--- config.mk ---
export PLATFORM = sky130hd
export DESIGN_NAME = fpu_normalize_round
export DESIGN_NICKNAME = d
export VERILOG_FILES = /design/src/rtl/fpu_normalize_round.sv
export SDC_FILE = /design/constraint.sdc
export NUM_CORES = 1
export LEC_CHECK = 0
export BUFFER_PORTS_ARGS = -buffer_cell sky130_fd_sc_hd__clkbuf_2
export CAP_MARGIN = 20
export CORE_MARGIN = 1.5
export CORE_UTILIZATION = 55
export CTS_CLUSTER_SIZE = 10
export DETAILED_ROUTE_END_ITERATION = 10
export PLACE_DENSITY = 0.77
export SLEW_MARGIN = 20
export SYNTH_ARGS = -nofsm -noshare
export SYNTH_HDL_FRONTEND = slang
export SYNTH_SLANG_ARGS = --single-unit
--- constraint.sdc ---
create_clock -name clk -period 4.8 [get_ports clk]
set_input_delay 0.72 -clock clk [delete_from_list [all_inputs] [get_ports clk]]
set_output_delay 0.72 -clock clk [all_outputs]
set_load 0.005 [all_outputs]
--- src/rtl/fpu_normalize_round.sv ---
// Post-add normalize/round stage for the FPU add datapath.
// Takes the raw aligned mantissa sum and the larger operand's exponent,
// normalizes one bit per cycle, rounds to nearest-even, checks
// overflow/underflow/zero and packs a single or half precision result.
//
// Raw mantissa layout (MANT_W = 28):
//   [27] carry, [26] hidden, [25:3] single fraction, [2] G, [1] R, [0] S
//   half: fraction [25:16], G [15], R [14], S = |[13:0]
//
// Zero and flush outcomes found in NORM are recorded as pending and
// packed on the following edge. They take the same path to the done cycle
// as a normal result, so all outcomes share the 2 + k latency.
module fpu_normalize_round #(
  parameter int MANT_W = 28,
  parameter int EXP_W  = 10
) (
  input  logic              clk,
  input  logic              reset,
  input  logic              start,
  input  logic              single,
  input  logic              sign_in,
  input  logic [7:0]        exp_in,
  input  logic [MANT_W-1:0] mant_in,
  output logic              busy,
  output logic              done,
  output logic [31:0]       result,
  output logic              overflow,
  output logic              underflow,
  output logic              zero
);

  typedef enum logic [1:0] {
    IDLE  = 2'd0,
    NORM  = 2'd1,
    ROUND = 2'd2,
    OUT   = 2'd3
  } state_t;

  localparam logic [MANT_W-1:0] INC_SINGLE = MANT_W'(32'h0000_0008);
  localparam logic [MANT_W-1:0] INC_HALF   = MANT_W'(32'h0001_0000);
  localparam logic [EXP_W-1:0]  EXP_ONE    = EXP_W'(1);
  localparam logic [EXP_W-1:0]  EXP_MAX_S  = EXP_W'(255);
  localparam logic [EXP_W-1:0]  EXP_MAX_H  = EXP_W'(31);

  state_t            state_reg;
  logic              single_reg;
  logic              sign_reg;
  logic [EXP_W-1:0]  exp_reg;
  logic [MANT_W-1:0] mant_reg;
  logic              zero_pend_reg;
  logic              flush_pend_reg;

  // Rounding datapath signals, evaluated from the normalized mantissa
  logic              guard_bit;
  logic              round_bit;
  logic              sticky_bit;
  logic              lsb_bit;
  logic              round_inc;
  logic [MANT_W-1:0] mant_sum;
  logic [MANT_W-1:0] mant_rnd;
  logic [EXP_W-1:0]  exp_rnd;
  logic              exp_ovf;
  logic [31:0]       packed_norm;
  logic [31:0]       packed_inf;
  logic [31:0]       packed_flush;

  // Right shift by one, folding the dropped bit into sticky
  logic [MANT_W-1:0] mant_shr;
  assign mant_shr = {1'b0, mant_reg[MANT_W-1:2], mant_reg[1] | mant_reg[0]};

  // Round to nearest-even at the format's LSB, then renormalize on carry-out
  always_comb begin
    guard_bit  = single_reg ? mant_reg[2] : mant_reg[15];
    round_bit  = single_reg ? mant_reg[1] : mant_reg[14];
    sticky_bit = single_reg ? mant_reg[0] : (|mant_reg[13:0]);
    lsb_bit    = single_reg ? mant_reg[3] : mant_reg[16];
    round_inc  = guard_bit & (round_bit | sticky_bit | lsb_bit);
    mant_sum   = mant_reg + (round_inc ? (single_reg ? INC_SINGLE : INC_HALF) : '0);
    mant_rnd   = mant_sum;
    exp_rnd    = exp_reg;
    if (mant_sum[MANT_W-1]) begin
      mant_rnd = {1'b0, mant_sum[MANT_W-1:1]};
      exp_rnd  = exp_reg + EXP_ONE;
    end
    exp_ovf = single_reg ? (exp_rnd >= EXP_MAX_S) : (exp_rnd >= EXP_MAX_H);
  end

  // Result packing for the normal, infinity and flush-to-zero outcomes
  always_comb begin
    if (single_reg) begin
      packed_norm  = {sign_reg, exp_rnd[7:0], mant_rnd[25:3]};
      packed_inf   = {sign_reg, 8'hFF, 23'h0};
      packed_flush = {sign_reg, 31'h0};
    end else begin
      packed_norm  = {16'h0, sign_reg, exp_rnd[4:0], mant_rnd[25:16]};
      packed_inf   = {16'h0, sign_reg, 5'h1F, 10'h0};
      packed_flush = {16'h0, sign_reg, 15'h0};
    end
  end

  // Bits of the rounded mantissa that never reach the packed result
  logic unused_rnd_bits;
  assign unused_rnd_bits = ^{mant_rnd[MANT_W-1:MANT_W-2], mant_rnd[2:0]};

  // Control FSM with registered busy/done/result/flag outputs
  always_ff @(posedge clk or posedge reset) begin
    if (reset) begin
      state_reg      <= IDLE;
      single_reg     <= 1'b0;
      sign_reg       <= 1'b0;
      exp_reg        <= '0;
      mant_reg       <= '0;
      zero_pend_reg  <= 1'b0;
      flush_pend_reg <= 1'b0;
      busy           <= 1'b0;
      done           <= 1'b0;
      result         <= '0;
      overflow       <= 1'b0;
      underflow      <= 1'b0;
      zero           <= 1'b0;
    end else begin
      case (state_reg)
        IDLE: begin
          done <= 1'b0;
          if (start) begin
            single_reg     <= single;
            sign_reg       <= sign_in;
            exp_reg        <= {{(EXP_W-8){1'b0}}, exp_in};
            mant_reg       <= mant_in;
            zero_pend_reg  <= 1'b0;
            flush_pend_reg <= 1'b0;
            overflow       <= 1'b0;
            underflow      <= 1'b0;
            zero           <= 1'b0;
            busy           <= 1'b1;
            state_reg      <= NORM;
          end
        end

        NORM: begin
          if (mant_reg == '0) begin
            zero_pend_reg <= 1'b1;
            state_reg     <= ROUND;
          end else if (mant_reg[MANT_W-1]) begin
            mant_reg  <= mant_shr;
            exp_reg   <= exp_reg + EXP_ONE;
            state_reg <= ROUND;
          end else if (!mant_reg[MANT_W-2] && (exp_reg > EXP_ONE)) begin
            mant_reg <= {mant_reg[MANT_W-2:0], 1'b0};
            exp_reg  <= exp_reg - EXP_ONE;
          end else if (!mant_reg[MANT_W-2]) begin
            // Exponent exhausted before the hidden bit surfaced: no denormals
            flush_pend_reg <= 1'b1;
            state_reg      <= ROUND;
          end else begin
            state_reg <= ROUND;
          end
        end

        ROUND: begin
          busy      <= 1'b0;
          done      <= 1'b1;
          state_reg <= OUT;
          if (zero_pend_reg) begin
            result <= '0;
            zero   <= 1'b1;
          end else if (flush_pend_reg) begin
            result    <= packed_flush;
            underflow <= 1'b1;
          end else if (exp_ovf) begin
            result   <= packed_inf;
            overflow <= 1'b1;
          end else begin
            result <= packed_norm;
          end
        end

        OUT: begin
          done      <= 1'b0;
          state_reg <= IDLE;
        end

        default: begin
          state_reg <= IDLE;
          busy      <= 1'b0;
          done      <= 1'b0;
        end
      endcase
    end
  end

endmodule

==> impl_metrics.prom <==
# TYPE chip_impl_metric gauge
chip_impl_metric{name="worst_skew_late_latency",unit="ns"} 0.39
chip_impl_metric{name="synthXorXnorAreaFrac",unit=""} 0.0399
chip_impl_metric{name="synth.cell_area",unit="mm^2"} 0.00593
chip_impl_metric{name="dp_hpwl",unit="mm"} 12.3
chip_impl_metric{name="multi_input_comb_area",unit="mm^2"} 0.00347
chip_impl_metric{name="vias_in_the_first_global_route",unit=""} 5577
chip_impl_metric{name="die_x",unit="um"} 107
chip_impl_info{name="timing.critical_path.cells",value="nor4_1, nand4_1, nor4_1, nor3_1, ha_1, nand2_1, o41a_4, o31a_1, o21ai_0, a32oi_1, o21bai_2, o22a_2, o2bb2ai_2"} 1
chip_impl_metric{name="worstMarginPinSlew",unit="ns"} 0.971
chip_impl_metric{name="lkg_pwr",unit="nW"} 2.65
chip_impl_metric{name="critical_path.n_buffers_inverters",unit=""} 0
chip_impl_metric{name="post_route_cells_drive_above_1_share",unit=""} 0.186
chip_impl_metric{name="setup-violations-final",unit=""} 0
chip_impl_metric{name="fp-row-count",unit=""} 37
chip_impl_info{name="cp-endpoint",value="result[5]$_DFFE_PP0P_"} 1
chip_impl_info{name="grt_setup_unrepaired",value="false"} 1
chip_impl_metric{name="synth.mux.area_fraction",unit=""} 0.0213
chip_impl_metric{name="synth-compound-area-share",unit=""} 0.308
chip_impl_metric{name="insertedDiodeCount",unit=""} 0
chip_impl_metric{name="postSynthNetCount",unit=""} 782
chip_impl_metric{name="final.period_utilization",unit=""} 0.933
chip_impl_metric{name="drtPass1Iterations",unit=""} 6
chip_impl_metric{name="clock_skew",unit="ns"} 0.0118
chip_impl_metric{name="antenna_violations_before_repair",unit=""} 0
chip_impl_metric{name="synth.top_cell.area_share",unit=""} 0.342
chip_impl_info{name="top_cells_by_area_synth",value="dfrtp_1 34%, o21ai_0 7.4%, nand2_1 6.7%"} 1
chip_impl_metric{name="drt-wirelength-per-cell",unit="um"} 18.7
chip_impl_metric{name="largest_register_ffs",unit=""} 32
chip_impl_metric{name="ys_types",unit=""} 77
chip_impl_metric{name="reg2reg_slack",unit="ns"} 0.32
chip_impl_metric{name="total_number_of_clock_tree_sinks",unit=""} 81
chip_impl_metric{name="max_stage_delay",unit="ns"} 0.52
chip_impl_metric{name="cts-root-to-sink-buffers",unit=""} 2
chip_impl_info{name="clockRootBuffer",value="clkbuf_8"} 1
chip_impl_metric{name="htree_num_levels",unit=""} 3
chip_impl_metric{name="initial_utilization",unit=""} 0.572
chip_impl_metric{name="dieHeight",unit="um"} 107
chip_impl_metric{name="num_io_pins",unit=""} 78
chip_impl_metric{name="synth_sequential_area_ratio",unit=""} 0.342
chip_impl_metric{name="totalWireLength",unit="mm"} 16.9
chip_impl_metric{name="nNetsFinal",unit=""} 812
chip_impl_info{name="synthTopCellsByCount",value="106 x nand2_1, 88 x o21ai_0, 81 x dfrtp_1"} 1
chip_impl_metric{name="critPathMaxFanout",unit=""} 13
chip_impl_info{name="worst_setup_path_startpoint",value="mant_reg[8]$_DFFE_PP0P_"} 1
chip_impl_metric{name="route.detailed.vias_per_inst",unit=""} 6.33
chip_impl_metric{name="detailedRoute.firstIterationViolations",unit=""} 424
chip_impl_metric{name="drc_errors",unit=""} 0
chip_impl_metric{name="syn-instance-count",unit=""} 730
chip_impl_metric{name="post_cts_buffers",unit=""} 0
chip_impl_metric{name="timing.critical_path.arrival",unit="ns"} 4.75
chip_impl_metric{name="post_synth_fa_ha_maj_area_fraction",unit=""} 0.0232
chip_impl_metric{name="worstRegToRegCells",unit=""} 13
chip_impl_metric{name="post_synth_and_or_nand_nor_area_fraction",unit=""} 0.192
chip_impl_metric{name="grt_remaining_overflow",unit=""} 0
chip_impl_info{name="critical-path-top-delay-family",value="compound AO/OA/AOI/OAI gates"} 1
chip_impl_metric{name="maximum_number_of_pins_on_one_net_before_global_route_repair",unit=""} 75
chip_impl_metric{name="grt_first_pass_wirelength",unit="mm"} 27.8
chip_impl_info{name="critical_path.reg2reg.endpoint",value="result[5]$_DFFE_PP0P_"} 1
chip_impl_metric{name="p_r_area_growth_vs_syn",unit="%"} 8.61
chip_impl_metric{name="max_clock_freq",unit="MHz"} 223
chip_impl_metric{name="synth-edff-count",unit=""} 0
chip_impl_metric{name="antenna_left",unit=""} 0
chip_impl_info{name="yosys_most_used_dff",value="dfrtp_1"} 1
chip_impl_metric{name="coreArea",unit="mm^2"} 0.0104
chip_impl_metric{name="synth-seq-cells",unit=""} 81
chip_impl_info{name="endpoint_kind",value="flop"} 1
chip_impl_info{name="critPathKind",value="reg -> reg"} 1
chip_impl_metric{name="final.fill_count",unit=""} 918
chip_impl_metric{name="port_buffers",unit=""} 77
chip_impl_metric{name="max_slew_margin",unit=""} 0.349
chip_impl_metric{name="cts-buffers-inserted",unit=""} 9
chip_impl_info{name="reg2reg_from",value="mant_reg[8]$_DFFE_PP0P_"} 1
chip_impl_info{name="startpoint_type",value="flop"} 1
chip_impl_metric{name="count_of_synthesis_stage_warnings_from_yosys",unit=""} 0
chip_impl_info{name="tritoncts_clock_tree",value="yes"} 1
chip_impl_metric{name="grtUsageTotal",unit=""} 0.314
chip_impl_info{name="critPathSlowestCell",value="dfrtp_1"} 1
chip_impl_metric{name="finalWeightedCongestion",unit=""} 1.00
chip_impl_metric{name="cp_data_required_time",unit="ns"} 5.07
chip_impl_metric{name="postLayoutCoreUtil",unit=""} 0.621
chip_impl_metric{name="cts_repair_resize_count",unit=""} 0
chip_impl_metric{name="vias",unit=""} 5702
chip_impl_info{name="largest_family_of_logic_cells_by_synthesized_area",value="compound AO/OA/AOI/OAI gates"} 1
chip_impl_info{name="cp_common_cell",value="nor4_1"} 1
chip_impl_metric{name="clk_pin_slew_worst_paths",unit="ns"} 0.09
chip_impl_metric{name="final-seq-area",unit="mm^2"} 0.00203
chip_impl_metric{name="powerDensity",unit="mW/mm^2"} 692
chip_impl_metric{name="period_minus_slack",unit="ns"} 4.48
chip_impl_metric{name="postSynth.asyncResetShare",unit=""} 1.00
chip_impl_metric{name="irDropWorstVdd",unit="mV"} 0.588
chip_impl_metric{name="crit_cells",unit=""} 13
chip_impl_metric{name="cts.hold.buffers_added",unit=""} 0
chip_impl_metric{name="final.setup.tns",unit="ns"} 0
chip_impl_info{name="yosysMostFrequentCell",value="nand2_1"} 1
chip_impl_metric{name="synth_area_per_cell",unit="um^2"} 8.12
chip_impl_metric{name="die_area",unit="mm^2"} 0.0114
chip_impl_info{name="status",value="complete, no violations"} 1
chip_impl_metric{name="hold_viol_final",unit=""} 0
chip_impl_metric{name="maxSlewViolCount",unit=""} 0
chip_impl_info{name="yosysTopAreaCell",value="dfrtp_1"} 1
chip_impl_metric{name="max-cap-violations",unit=""} 0
chip_impl_info{name="holdCritPathClass",value="in -> async"} 1
==> worst min-delay path by stage <==
stage	start	to	slack, ns
5_1_grt	reset	sign_reg$_DFFE_PP0P_	0.42
3_3_place_gp	result[24]$_DFFE_PP0P_	result[24]$_DFFE_PP0P_	0.47
3_5_place_dp	result[31]$_DFFE_PP0P_	result[31]$_DFFE_PP0P_	0.47
2_1_floorplan	result[16]$_DFFE_PP0P_	result[16]$_DFFE_PP0P_	0.48
4_1_cts	reset	state_reg[1]$_DFFE_PP0P_	0.37
6_report	reset	state_reg[1]$_DFFE_PP0P_	0.36
==> through the flow <==
| stage | hold WS [ns] | power [mW] | instance area, um^2 | std cells | worst slack [ns] |
|---|---|---|---|---|---|
| global placement | 0.474 | 3.88 | 6250 | 885 | 0.439 |
| global route | 0.417 | 4.84 | 6440 | 901 | 0.0429 |
| finish | 0.357 | 4.45 | 6440 | 901 | 0.320 |
| floorplan | 0.478 | 3.27 | 5930 | 730 | 1.14 |
| detailed placement | 0.472 | 3.93 | 6250 | 885 | 0.171 |
| CTS | 0.372 | 4.44 | 6440 | 901 | 0.136 |
==> layout make-up <==
type	instances	share of cell area
Multi-Input combinational cell	551	0.539
Sequential cell	81	0.315
Timing Repair Buffer	89	0.0738
Tap cell	136	0.0264
Clock buffer	10	0.0214
Inverter	28	0.0165
Clock inverter	6	0.00777
==> kinds of logic (layout without fill, tap and decap cells) <==
kind of cell    count (synthesis)  after routing
fa+ha+maj                      11             11
simple gates                  244            244
buf+inv                        98            133
flops                          81             81
compound gates                257            257
xor+xnor                       27             27
mux                            12             12
==> placed cells by master, fill, tap and decap left out, types with 12 or more instances in the layout <==
cell       instances
nand2_1          105
o21ai_0           88
dfrtp_1           81
clkbuf_2          77
nor2_1            50
a21oi_1           35
inv_1             25
xnor2_1           23
nand3_1           17
nor3_1            16
o211ai_1          14
o2bb2ai_1         12
o311ai_0          12
o221ai_1          12
buf_4             12
==> report_power, final <==
group	internal, mW	switching [mW]
Combinational	0.967	1.53
Clock	0.209	0.288
Sequential	0.985	0.472
Total	2.16	2.29
==> layer usage <==
metal | wire (um) | share of wire | track usage
met1 | 7010 | 0.42 | 0.383
met2 | 8520 | 0.50 | 0.547
met4 | 512 | 0.030 | 0.133
met3 | 827 | 0.049 | 0.0511
met5 | 0 | 0 | 0
(Power assumes the default switching activity.)
